**src/rtl/bp_be_ptw.sv**
```systemverilog
// Page-table walker for BE TLB refill: walks a levels_p-deep radix table, ends in a fill or a fault.
// Optional single-entry walk cache for the top level, enabled with BP_BE_PTW_WALK_CACHE_EN.
module bp_be_ptw #(
    parameter int vtag_width_p = 27,
    parameter int ptag_width_p = 28,
    parameter int levels_p     = 3,
    parameter int pte_width_p  = 64
) (
    input  logic                      clk_i,
    input  logic                      reset_n_i,
    input  logic [ptag_width_p-1:0]   base_ptag_i,
    input  logic                      flush_i,
    input  logic                      miss_v_i,
    input  logic [vtag_width_p-1:0]   miss_vtag_i,
    output logic                      ready_o,
    output logic                      mem_req_v_o,
    output logic [ptag_width_p+11:0]  mem_req_paddr_o,
    input  logic                      mem_req_ready_i,
    input  logic                      mem_resp_v_i,
    input  logic [pte_width_p-1:0]    mem_resp_data_i,
    output logic                      tlb_w_v_o,
    output logic [vtag_width_p-1:0]   tlb_w_vtag_o,
    output logic [ptag_width_p-1:0]   tlb_w_ptag_o,
    output logic                      fault_v_o,
    output logic [vtag_width_p-1:0]   fault_vtag_o
);

    localparam int lvl_width_lp = (levels_p > 1) ? $clog2(levels_p) : 1;

    typedef enum logic [2:0] {
        S_IDLE,
        S_REQ,
        S_RESP,
        S_FILL,
        S_FAULT
    } state_e;

    state_e                    state_q, state_d;
    logic [vtag_width_p-1:0]   vtag_q, vtag_d;
    logic [ptag_width_p-1:0]   table_q, table_d;
    logic [lvl_width_lp-1:0]   level_q, level_d;

    logic [levels_p-1:0][8:0]  vpn;
    assign vpn = vtag_q;

    logic                      pte_v, pte_r, pte_w, pte_x;
    logic                      pte_invalid, pte_leaf, pte_pointer, pte_aligned;
    logic [ptag_width_p-1:0]   pte_ppn;
    logic [ptag_width_p-1:0]   lvl_mask;
    logic                      pte_unused;

    assign pte_v       = mem_resp_data_i[0];
    assign pte_r       = mem_resp_data_i[1];
    assign pte_w       = mem_resp_data_i[2];
    assign pte_x       = mem_resp_data_i[3];
    assign pte_ppn     = mem_resp_data_i[10 +: ptag_width_p];
    assign pte_unused  = ^{mem_resp_data_i[pte_width_p-1:10+ptag_width_p], mem_resp_data_i[9:4]};
    assign pte_invalid = ~pte_v | (pte_w & ~pte_r);
    assign pte_leaf    = ~pte_invalid & (pte_r | pte_x);
    assign pte_pointer = ~pte_invalid & ~pte_leaf;

    // Low ptag bits that a leaf at the current level takes from the vtag (superpage offset).
    always_comb begin
        lvl_mask = '0;
        for (int l = 0; l < levels_p; l++) begin
            if (l < int'(level_q)) lvl_mask[9*l +: 9] = '1;
        end
    end

    assign pte_aligned = ((pte_ppn & lvl_mask) == '0);

`ifdef BP_BE_PTW_WALK_CACHE_EN
    logic                    wc_v_q;
    logic [8:0]              wc_vpn_q;
    logic [ptag_width_p-1:0] wc_ptag_q;
    logic                    wc_hit;

    // A flush in the accept cycle already counts as invalidating the entry.
    assign wc_hit = wc_v_q & ~flush_i & (wc_vpn_q == miss_vtag_i[vtag_width_p-1 -: 9]);

    always_ff @(posedge clk_i or negedge reset_n_i) begin
        if (!reset_n_i) begin
            wc_v_q    <= 1'b0;
            wc_vpn_q  <= '0;
            wc_ptag_q <= '0;
        end else if (flush_i || state_q == S_FAULT) begin
            wc_v_q <= 1'b0;
        end else if (state_q == S_RESP && mem_resp_v_i && pte_pointer &&
                     level_q == lvl_width_lp'(levels_p-1)) begin
            wc_v_q    <= 1'b1;
            wc_vpn_q  <= vpn[level_q];
            wc_ptag_q <= pte_ppn;
        end
    end
`else
    logic flush_unused;
    assign flush_unused = flush_i;
`endif

    always_comb begin
        // NOTE: every variable gets its default first so no path leaves it unassigned (no latches).
        state_d = state_q;
        vtag_d  = vtag_q;
        table_d = table_q;
        level_d = level_q;
        case (state_q)
            S_IDLE: begin
                if (miss_v_i) begin
                    vtag_d  = miss_vtag_i;
                    table_d = base_ptag_i;
                    level_d = lvl_width_lp'(levels_p-1);
`ifdef BP_BE_PTW_WALK_CACHE_EN
                    if (wc_hit) begin
                        table_d = wc_ptag_q;
                        level_d = lvl_width_lp'(levels_p-2);
                    end
`endif
                    state_d = S_REQ;
                end
            end
            S_REQ: begin
                if (mem_req_ready_i) state_d = S_RESP;
            end
            S_RESP: begin
                if (mem_resp_v_i) begin
                    if (pte_invalid) begin
                        state_d = S_FAULT;
                    end else if (pte_leaf) begin
                        // The leaf ppn reuses the table register; level stays for the superpage merge.
                        table_d = pte_ppn;
                        state_d = pte_aligned ? S_FILL : S_FAULT;
                    end else if (level_q == '0) begin
                        state_d = S_FAULT;
                    end else begin
                        table_d = pte_ppn;
                        level_d = level_q - lvl_width_lp'(1);
                        state_d = S_REQ;
                    end
                end
            end
            S_FILL:  state_d = S_IDLE;
            S_FAULT: state_d = S_IDLE;
            default: state_d = S_IDLE;
        endcase
    end

    always_ff @(posedge clk_i or negedge reset_n_i) begin
        if (!reset_n_i) begin
            state_q <= S_IDLE;
            vtag_q  <= '0;
            table_q <= '0;
            level_q <= '0;
        end else begin
            // NOTE: state registers use non-blocking assignment so all flops update together.
            state_q <= state_d;
            vtag_q  <= vtag_d;
            table_q <= table_d;
            level_q <= level_d;
        end
    end

    assign ready_o         = (state_q == S_IDLE);
    assign mem_req_v_o     = (state_q == S_REQ);
    assign mem_req_paddr_o = (state_q == S_REQ) ? {table_q, vpn[level_q], 3'b000} : '0;
    assign tlb_w_v_o       = (state_q == S_FILL);
    assign tlb_w_vtag_o    = (state_q == S_FILL) ? vtag_q : '0;
    assign tlb_w_ptag_o    = (state_q == S_FILL) ?
                             ((table_q & ~lvl_mask) | (ptag_width_p'(vtag_q) & lvl_mask)) : '0;
    assign fault_v_o       = (state_q == S_FAULT);
    assign fault_vtag_o    = (state_q == S_FAULT) ? vtag_q : '0;

endmodule

```
**config.mk**
```make
export PLATFORM = sky130hd
export DESIGN_NAME = bp_be_ptw
export DESIGN_NICKNAME = d
export VERILOG_FILES = /design/src/rtl/bp_be_ptw.sv
export SDC_FILE = /design/constraint.sdc
export NUM_CORES = 1
export LEC_CHECK = 0
export CAP_MARGIN = 5
export CORE_MARGIN = 8
export CORE_UTILIZATION = 38
export CTS_CLUSTER_SIZE = 25
export DETAILED_ROUTE_END_ITERATION = 8
export HOLD_SLACK_MARGIN = 0.12
export PLACE_DENSITY_LB_ADDON = 0.15
export SLEW_MARGIN = 30
export SYNTH_ARGS = -nofsm -noshare
export SYNTH_HDL_FRONTEND = slang
export SYNTH_SLANG_ARGS = --single-unit
```
**constraint.sdc**
```tcl
create_clock -name clk_i -period 2.9 [get_ports clk_i]
set_clock_uncertainty 0.2 [all_clocks]
set_input_delay 0.58 -clock clk_i [delete_from_list [all_inputs] [get_ports clk_i]]
set_output_delay 0.58 -clock clk_i [all_outputs]
set_load 0.1 [all_outputs]
```
==> impl_metrics.yaml <==
run_status:
  outcome: "complete, no violations"
final_layout:
  nets: 753
  n_fill_cell: 711
  final_util: 0.769
  final_cell_area_sq_mm: 0.00791
  final_cells: 765
  synthToLayoutAreaGrowth_pct: 98.1
  diodes: 0
  register_area_sq_mm: 0.00150
  drive_gt1_frac: 0.477
  multiInputGateArea_sq_mm: 0.00247
worst_setup_path:
  cp_cell_sequence: "or3b_2 > inv_1 > buf_6 > and2_1 > buf_12"
  ff2ff_setup_slack_ps: 430
  reg2reg_depth: 6
  arrival_ps: 2030
  crit_type: "reg -> out"
  critical_path.max_fanout: 21
  slowest_stage: "dfrtp_2"
  max_stage_delay_ps: 480
  worst-path-buf-inv: 3
  crit_family: "simple AND/OR/NAND/NOR gates"
  cp-start-kind: "register"
  end_kind: "output port"
  path_depth: 5
  cp.required_ps: 2120
detailed_routing:
  drtPass1Iterations: 4
  detail_route.vias_per_cell: 5.07
  ant_nets: 0
  route.vias.total: 3876
  first_iter_violations: 132
  wirelength_mm: 16.2
  drc: 0
  avgRoutedWirePerCell_microns: 21.1
cts:
  cts_buffers: 9
  clk_pin_slew_ps: 80
  clock_path_buffers: 2
  post-cts-setup-buffer-count: 0
  htreeDepth: 3
  cts_tree: "built"
  clock_sinks: 60
  clk_latency_ps: 340
  root_buffer: "clkbuf_8"
timing:
  fin_crit_sh: 0.970
  worst_pin_slew_ps: 539
  hold_viol_final: 0
  final.setup.worst_slack_ps: 86.8
  rsz0062_at_grt: "false"
  setup_viol: 0
  holdWs_ps: 328
  max_freq_mhz: 355
  final_max_slew_viol_count: 0
  min_period_ps: 2810
  maxSlewHeadroom: 0.639
synthesis:
  synthFlopType: "dfrtp_1"
  synth_xor_area_frac: 0
  yosys_warnings: 0
  synth_top_area_frac: 0.376
  synth_compound_area_frac: 0.0454
  synth_top_family_by_area: "multiplexers"
  yosys.area.top_type: "dfrtp_1"
  ys_ff_latch: 60
  syn_area_sq_mm: 0.00399
  synth_adder_area_share: 0.00940
  synth_area_leaders: "dfrtp_1 38%, mux2_2 23%, and2_1 13%, mux2i_1 7.0%, nor2_1 3.9%"
  yosys.area_share.simple: 0.223
  synth_seq_area_share: 0.376
  ys_async_sr_fraction: 1.00
  synth_cell_type_count: 30
  synth_cells: 406
  synth_area_per_cell_sq_um: 9.83
  synth_edf_count: 0
  synthMuxAreaShare: 0.304
grt:
  grt_usage: 0.228
  grt_max_degree: 34
  grt_pass1_wl_mm: 25.0
  grt_pass1_vias: 4257
  antenna_found_initial: 0
  grt-ovfl-total: 0
floorplan:
  core_sq_mm: 0.0103
  fp-row-count: 37
  dieArea_sq_mm: 0.0140
  initial_core_util: 0.388
  io_pins: 251
  die_h_microns: 119
  die_w_microns: 119
power:
  power_leakage_nw: 3.26
  powerDensity_mw_per_mm2: 1300
  ir_drop_mv: 0.860
placement:
  hpwl_mm: 13.1
  placed_area_sq_mm: 0.00768
  dp_cells: 749
  dpl_worst_slack_ps: 260
  gp_congestion: 0.802
  io_buffers: 214
worst_hold_path:
  worstHoldPathType: "reg -> reg"
  hold_depth: 1
flow_run:
  cap_violations: 0
path summary, 6_finish.rpt:
kind	startpoint	endpoint
max reg2reg	level_q[1]	level_q[0]
max	state_q[2]	mem_req_paddr_o[14]
min	table_q[5]	table_q[5]
min in group asynchronous	reset_n_i	table_q[8]
min reg2reg	table_q[5]	table_q[5]
max in group asynchronous	reset_n_i	vpn[23]
cell usage in the layout, fill, tap and decap left out, types with 2 or more instances in the layout:
cell type          n
buf_12           124
clkdlybuf4s50_1   90
mux2_2            83
dfrtp_1           59
and2_1            57
mux2i_1           28
nand2_1           21
nor2_1            21
nor2_2            20
and2_2            18
buf_4             17
a21oi_1           16
clkbuf_8          12
and2_4             9
inv_1              6
o21ai_0            6
nor3_1             5
a21oi_2            4
nor4_1             4
a31oi_1            3
conb_1             3
ha_1               2
clkbuf_1           2
registers in the layout, summed over array words and instances (netlist names):
| register | flops |
|---|---|
| level_q | 2 |
| state_q | 3 |
| table_q | 28 |
| vpn | 27 |
worst reg2reg max path: cells and delay by family, from the launching register on:
| family | cells | cell delay (ps) |
|---|---|---|
| compound gates | 2 | 590 |
| buf+inv | 1 | 110 |
| fa+ha+maj | 1 | 210 |
| flops | 1 | 420 |
| simple gates | 2 | 850 |
power breakdown:
group | switching (mW) | internal [mW] | leakage [nW]
registers | 0.509 | 1.27 | 0.707
logic | 4.76 | 2.94 | 2.45
clock network | 0.332 | 0.464 | 0.103
total | 5.60 | 4.67 | 3.26
cell type report:
type | count | area share
clock buffer | 14 | 0.0218
clock inverter | 1 | 0.00380
inverter | 6 | 0.00285
multi-input combinational | 314 | 0.313
sequential | 60 | 0.190
tap | 136 | 0.0215
timing repair buffer | 234 | 0.447
through the flow:
stage	total power, mW	setup TNS (ps)
finish	10.3	0
global route	10.7	0
CTS	10.3	0
detailed placement	9.50	0
global placement	9.39	0
floorplan	6.69	-4350
cells by family (layout without fill, tap and decap cells):
group | Yosys count | in the layout
AO/OA/AOI/OAI | 32 | 32
adder cells (fa/ha/maj) | 3 | 3
buffers and inverters | 34 | 255
flip-flops | 60 | 60
multiplexers | 111 | 111
other | 1 | 3
AND/OR/NAND/NOR | 165 | 165
per-layer routing:
layer  vias to the layer above  global-route usage  share of wire
met4                         0              0.0530          0.010
met5                         -                   0              0
li1                       1805                   -              -
met1                      1916               0.243           0.37
met2                       144               0.417           0.53
met3                        11              0.0838          0.086
timing repair:
action | in CTS | in global routing
gates resized for setup | 1 | 4
endpoints found under the setup margin | 4 | 23
hold endpoints to repair | 60 | 0
hold buffers | 1 | 0
synthesized netlist by cell type (2+ instances only):
master / number
a21oi_1: 20
a31oi_1: 3
and2_1: 84
buf_2: 5
buf_4: 4
buf_6: 2
clkbuf_1: 16
dfrtp_1: 60
ha_1: 3
inv_1: 6
mux2_2: 83
mux2i_1: 28
nand2_1: 21
nand2b_1: 2
nor2_1: 41
nor3_1: 6
nor4_1: 4
o21ai_0: 6
(Power assumes the default switching activity.)
